## config.mk

```make
export PLATFORM = sky130hd
export DESIGN_NAME = lfsr_stim_gen
export DESIGN_NICKNAME = d
export VERILOG_FILES = /design/src/rtl/lfsr_stim_gen.sv
export SDC_FILE = /design/constraint.sdc
export NUM_CORES = 1
export LEC_CHECK = 0
export CAP_MARGIN = 20
export CELL_PAD_IN_SITES_DETAIL_PLACEMENT = 0
export CELL_PAD_IN_SITES_GLOBAL_PLACEMENT = 1
export CORE_MARGIN = 2
export CORE_UTILIZATION = 46
export DETAILED_ROUTE_END_ITERATION = 12
export PLACE_DENSITY_LB_ADDON = 0.1
export SLEW_MARGIN = 40
export SYNTH_ARGS = -nofsm -noshare
export SYNTH_HDL_FRONTEND = slang
export SYNTH_SLANG_ARGS = --single-unit
```

## constraint.sdc

```tcl
create_clock -name Clk -period 2.9 [get_ports Clk]
set_clock_uncertainty 0.2 [all_clocks]
set_input_delay 0.29 -clock Clk [delete_from_list [all_inputs] [get_ports Clk]]
set_output_delay 0.29 -clock Clk [all_outputs]
set_load 0.03 [all_outputs]
```

## src/rtl/lfsr_stim_gen.sv

```systemverilog
// Pseudo-random operand source for equivalence benches: a Galois LFSR drives Data,
// and a delayed copy of DataValid (CheckValid) qualifies the downstream error monitor.
module lfsr_stim_gen #(
    parameter int          DATAWIDTH   = 32,
    parameter logic [31:0] SEED        = 32'hACE12B37,
    parameter int          NUM_VECTORS = 256,
    parameter int          VALID_DELAY = 1
) (
    input  logic                 Clk,
    input  logic                 Rst,
    input  logic                 Start,
    output logic [DATAWIDTH-1:0] Data,
    output logic                 DataValid,
    output logic                 CheckValid,
    output logic [15:0]          Count,
    output logic                 Busy,
    output logic                 Done
);

    localparam logic [31:0] TAPS       = 32'h80200003;
    // An all-zero seed would lock the LFSR at zero forever.
    localparam logic [31:0] SEED_FIX   = (SEED == 32'h0) ? 32'h00000001 : SEED;
    localparam logic [15:0] LAST_COUNT = 16'(NUM_VECTORS);
    localparam logic [3:0]  LAST_DRAIN = 4'(VALID_DELAY - 1);

    typedef enum logic [1:0] {
        IDLE,
        RUN,
        DRAIN,
        DONE
    } state_t;

    state_t      state;
    logic [31:0] lfsr;
    logic [3:0]  drain_cnt;

    function automatic logic [31:0] lfsr_next(input logic [31:0] s);
        return (s >> 1) ^ (s[0] ? TAPS : 32'h0);
    endfunction

    always_ff @(posedge Clk or negedge Rst) begin
        if (!Rst) begin
            state     <= IDLE;
            lfsr      <= SEED_FIX;
            Data      <= '0;
            DataValid <= 1'b0;
            Count     <= 16'd0;
            drain_cnt <= 4'd0;
            Busy      <= 1'b0;
            Done      <= 1'b0;
        end else begin
            case (state)
                IDLE: begin
                    Data      <= '0;
                    DataValid <= 1'b0;
                    Done      <= 1'b0;
                    if (Start) begin
                        Data      <= SEED_FIX[DATAWIDTH-1:0];
                        DataValid <= 1'b1;
                        lfsr      <= lfsr_next(SEED_FIX);
                        Count     <= 16'd1;
                        Busy      <= 1'b1;
                        state     <= RUN;
                    end
                end
                RUN: begin
                    if (Count < LAST_COUNT) begin
                        Data  <= lfsr[DATAWIDTH-1:0];
                        lfsr  <= lfsr_next(lfsr);
                        Count <= Count + 16'd1;
                    end else begin
                        Data      <= '0;
                        DataValid <= 1'b0;
                        drain_cnt <= 4'd0;
                        // With no check delay the last CheckValid is the last RUN cycle.
                        if (VALID_DELAY == 0) begin
                            Busy  <= 1'b0;
                            Done  <= 1'b1;
                            state <= DONE;
                        end else begin
                            state <= DRAIN;
                        end
                    end
                end
                DRAIN: begin
                    if (drain_cnt == LAST_DRAIN) begin
                        Busy  <= 1'b0;
                        Done  <= 1'b1;
                        state <= DONE;
                    end else begin
                        drain_cnt <= drain_cnt + 4'd1;
                    end
                end
                DONE: begin
                    Done  <= 1'b0;
                    state <= IDLE;
                end
                default: state <= IDLE;
            endcase
        end
    end

    generate
        if (VALID_DELAY == 0) begin : g_no_delay
            assign CheckValid = DataValid;
        end else begin : g_delay
            logic [VALID_DELAY-1:0] vld_pipe;

            // Stage boundary: one register per cycle of check latency.
            always_ff @(posedge Clk or negedge Rst) begin
                if (!Rst) begin
                    vld_pipe <= '0;
                end else begin
                    vld_pipe[0] <= DataValid;
                    for (int i = 1; i < VALID_DELAY; i++) begin
                        vld_pipe[i] <= vld_pipe[i-1];
                    end
                end
            end

            assign CheckValid = vld_pipe[VALID_DELAY-1];
        end
    endgenerate

endmodule

```

# Word-level counts from Yosys, hierarchy flattened

Index checks and enable logic that the tools add are counted.

Flip-flop bits (word level): 90
Latch bits: 0
Memory bits (writable): 0
Memory bits (read-only): 0
Input bits: 3
Output and inout bits: 52
Logic and storage cells: 59
Memories kept: 0

Add/sub/neg operators: 2
Multipliers: 0
Div/mod/pow operators: 0
$lt $le $gt $ge: 1
Equality and inequality tests: 8
Shift operators: 0
Mux-type cells: 25
Bitwise operators: 1
Reductions and logical operators: 13

Operators by type and width:

| cell                                                | number |
|---|---|
| two-way mux 32 bit                                  | 5 |
| case mux 32 bit (2 select lines)                    | 2 |
| two-way mux 16 bit                                  | 2 |
| case mux 16 bit (2 select lines)                    | 1 |
| bitwise XOR 31 x 32 -> 32 bit                       | 1 |
| adder 16 x 1 -> 16 bit, second input constant       | 1 |
| < comparator 16 x 9 -> 1 bit, second input constant | 1 |
| AND reduction 3 bit                                 | 4 |
| inequality test 2 bit, second input constant        | 5 |
| two-way mux 4 bit                                   | 2 |
| case mux 2 bit (4 select lines)                     | 1 |
| case mux 4 bit (2 select lines)                     | 1 |
| nonzero test 2 bit                                  | 4 |
| two-way mux 2 bit                                   | 3 |
| case mux 1 bit (2 select lines)                     | 3 |
| two-way mux 1 bit                                   | 5 |
| adder 4 x 1 -> 4 bit, second input constant         | 1 |
| equality test 2 bit, second input constant          | 2 |
| logical NOT 4 bit                                   | 1 |
| AND reduction 2 bit                                 | 2 |
| equality test 2 x 1 -> 1 bit, second input constant | 1 |
| logical NOT 2 bit                                   | 1 |
| OR reduction 2 bit                                  | 1 |

# Depth between registers and ports, before layout

Word-level depth: 4
Depth in mapped cells: 8
Depth with buffers taken out: 6

# Worst setup path before layout

OpenSTA, ideal clock, no wires.

Kind: register to register
Start point: register Count[9]
End point: register Count[1]
Library setup time: 121 ps
Arrival time: 1,678 ps
Required time: 2,579 ps
Slack: 901 ps
Cell stages (with the launch flop): 7
Buffers on the path: 2
Clock period less this slack: 1,999 ps
Path through: dfrtp_1 -> nor4_4 -> a21boi_2 -> nand2b_1 -> buf_2 -> buf_2 -> a22o_1

Longest elaborated chain between the ends: 3

RTL lines:

| item                            | line | RTL |
|---|---|---|
| start, declared                 | 15   | `output logic [15:0] Count,` |
| start signal, assigned          | 70   | `Count <= Count + 16'd1;` |
| < comparator 16 x 9 -> 1 bit    | 67   | `if (Count < LAST_COUNT) begin` |
| inequality test 2 bit (no line) | n/a  |  |
| AND reduction 3 bit (no line)   | n/a  |  |

No other way between the ends.
A chain may end at the register's enable or synchronous reset.

# Final worst setup path

Start point: register drain_cnt[0]
End point: register state[1]

Longest elaborated chain between the ends: 3

RTL lines:

| item                            | line | RTL |
|---|---|---|
| start, declared                 | 35   | `logic [3:0] drain_cnt;` |
| start signal, assigned          | 91   | `drain_cnt <= drain_cnt + 4'd1;` |
| logical NOT 4 bit               | 86   | `if (drain_cnt == LAST_DRAIN) begin` |
| inequality test 2 bit (no line) | n/a  |  |
| AND reduction 3 bit (no line)   | n/a  |  |
| end signal, assigned            | 89   | `state <= DONE;` |
| end signal, assigned            | 96   | `state <= IDLE;` |
| end signal, assigned            | 98   | `default: state <= IDLE;` |
| end, declared                   | 33   | `state_t state;` |

No other way between the ends.

==> results.cfg <==
[run_status]
status = finished clean

[pwr]
switchingPower_w = 0.000482
power_frac_clock = 0.426
combPwrFrac = 0.014
p_seq_frac = 0.560
p_sw_frac = 0.215
ir_worst_vdd_v = 0.000252
pwr_density_cell_nw_per_um2 = 476
cellInternalPower_w = 0.00176
leakage_nw = 2.10

[timing]
setup_viol = 0
max-slew-margin-rel = 0.579
worst_slew_pin_slew_ns = 0.631
finalMaxSlewViolations = 0
max_freq_mhz = 464
period_share = 0.744
rsz0062_at_grt = no
hold_violations = 0
final.setup.worst_slack_ns = 0.743
fin_crit_ns = 2.16
setup_tns_ns = 0

[worst_setup_path]
critPathBufInv = 1
path_class = reg -> reg
timing.rr.start = drain_cnt[0]$_DFFE_PN0P_
critPathTopFamily = simple AND/OR/NAND/NOR gates
worstSetupEndpointType = flop
crit_arrival_ns = 2.20
critPathLaunch = drain_cnt[0]$_DFFE_PN0P_
cp.required_ns = 2.94
path_max_fanout = 6
cpPeakStageDelay_ns = 0.46
worstPathCellList = inv_1 > ha_1 > or3b_1 > a21boi_1 > nand2b_1 > mux2_2
cpMaxStageDelayCell = or3b_1
cp-start-kind = flop

[cts]
cts_resized = 0
htreeDepth = 3
clock-sinks = 90
cts_buffers = 9
clock_path_buffers = 2
clk_pin_slew_worst_paths_ns = 0.10
cts_tree = yes
clockRootBuffer = clkbuf_8
post_cts_buffers = 0
clock_latency_ns = 0.36

[yosys]
synthMostInstantiatedCell = dfrtp_1
netlist_instances = 332
synth_top_cell_by_area = dfrtp_1
synthFlopType = dfrtp_1
synth_cell_types = 44
ys.warnings.count = 0
synth_edf_count = 0
yosys-top-cells-area = dfrtp_1, dfstp_2, a22o_1
syn_nets = 342
ys_seq_area_frac = 0.593
ys_ff_latch = 90
synthTopCellsByCount = dfrtp_1, a22o_1, nand2_1
synth_top_area_share = 0.477
syn-cell-area_um2 = 3830
synth_area_per_cell_um2 = 11.5
ys_async_sr_fraction = 1.00

[place]
place_area_um2 = 4470
gp_congestion = 0.770
portBuffers = 54
dp_slack_ns = 0.707
dp_hpwl_mm = 5.63

[global_routing]
grt_pass1_vias = 2692
grt_pass1_wl_mm = 14.3
grt_max_degree = 38
grt_antenna_before_repair = 0
grt_overflow_total = 0
grt.total_usage = 0.209

[cells_and_area]
drive_gt1_frac = 0.137
antenna_cells = 0
design_area_um2 = 4710
final_util = 0.579
area_growth_pct = 22.8
register_area_um2 = 2270
nNetsFinal = 398
nFillCells = 735
multi_input_area_um2 = 1420

[floorplan]
dieWidth_um = 95.3
core_area_um2 = 8130
die_y_um = 95.3
dieArea_um2 = 9080
rows = 33
initial_core_util = 0.471
num_io_pins = 55

[drt]
num_vias = 2785
firstDrtPassIters = 5
routed_wl_mm = 8.49
postRouteAntennaNets = 0
avgViaCountPerCell = 5.59
drc = 0
wire_per_inst_um = 17.0
first_iter_violations = 107

[run]
maxCapViolations = 0

[hold_path]
min_path_type = in -> async
[power by group through the flow]
| stage | registers [W] | logic (W) | clock network (W) |
|---|---|---|---|
| after floorplan | 0.00128 | 0.000000220 | 0 |
| after global routing | 0.00126 | 0.0000372 | 0.00104 |
| final | 0.00126 | 0.0000306 | 0.000955 |
| after global placement | 0.00128 | 0.0000322 | 0 |
| after detailed placement | 0.00128 | 0.0000320 | 0 |
| after CTS | 0.00126 | 0.0000332 | 0.000976 |
[routing by layer]
| layer | track usage | wire length (um) |
|---|---|---|
| met5 | 0 | 0 |
| met4 | 0.0761 | 134 |
| met3 | 0.0387 | 360 |
| met2 | 0.322 | 3890 |
| met1 | 0.295 | 4100 |
[cell type report]
| type | count | area share |
|---|---|---|
| sequential | 90 | 0.483 |
| multi-input combinational | 215 | 0.302 |
| timing repair buffer | 67 | 0.135 |
| tap | 105 | 0.0279 |
| clock buffer | 10 | 0.0271 |
| clock inverter | 6 | 0.0207 |
| inverter | 5 | 0.00399 |
[cells in the final DEF, fill, tap and decap left out, types with 4 or more instances in the layout]
master | synthesis | final
dfstp_2 | 17 | 17
clkdlybuf4s50_1 | 0 | 53
o22a_1 | 8 | 8
nor2_1 | 21 | 20
clkbuf_8 | 0 | 9
nor2b_1 | 8 | 8
nand3_1 | 5 | 5
a211oi_1 | 14 | 14
and2_1 | 9 | 9
ha_1 | 7 | 7
o21ai_0 | 20 | 20
buf_4 | 4 | 13
a22o_1 | 33 | 33
nand2b_1 | 4 | 4
or3_1 | 5 | 5
a21oi_1 | 16 | 16
inv_1 | 5 | 5
nand2_1 | 29 | 29
dfrtp_1 | 73 | 73
[sequential cells by signal, indices dropped and copies added (netlist names)]
name,count
lfsr,32
CheckValid,1
Done,1
Data,32
Count,16
state,2
Busy,1
DataValid,1
drain_cnt,4
[cells by family (layout without fill, tap and decap cells)]
group	after synthesis	count (layout)	synth area share
compound gates	102	102	0.192
xor+xnor	2	2	0.00457
fa+ha+maj	7	7	0.0228
buf+inv	27	88	0.0366
flops	90	90	0.593
mux	5	5	0.0140
simple gates	99	99	0.137
[final timing paths]
kind	to	slack (ns)	cells past startpoint
setup / recovery	state[1]$_DFFE_PN0P_	0.74	6
setup reg to reg	state[1]$_DFFE_PN0P_	0.74	6
hold reg to reg	CheckValid$_DFF_PN0_	0.22	0
max in group asynchronous	lfsr[13]$_DFFE_PN1P_	1.59	3
min in group Clk	CheckValid$_DFF_PN0_	0.22	0
hold / removal	Data[19]$_DFFE_PN0P_	0.22	2
[timing repair]
| action | in CTS | in global routing |
|---|---|---|
| endpoints found under the hold margin | 24 | 0 |
| hold buffers | 1 | 0 |
| setup endpoints to repair | 0 | 0 |
[metrics by stage]
step	total power (W)	instances	hold slack [ns]
2_1_floorplan	0.00128	332	-0.206
3_3_place_gp	0.00131	481	0.0829
3_5_place_dp	0.00131	481	0.0851
4_1_cts	0.00226	498	0.229
5_1_grt	0.00233	498	0.239
6_report	0.00224	498	0.224
No activity file was read; power rests on OpenSTA's default activity.
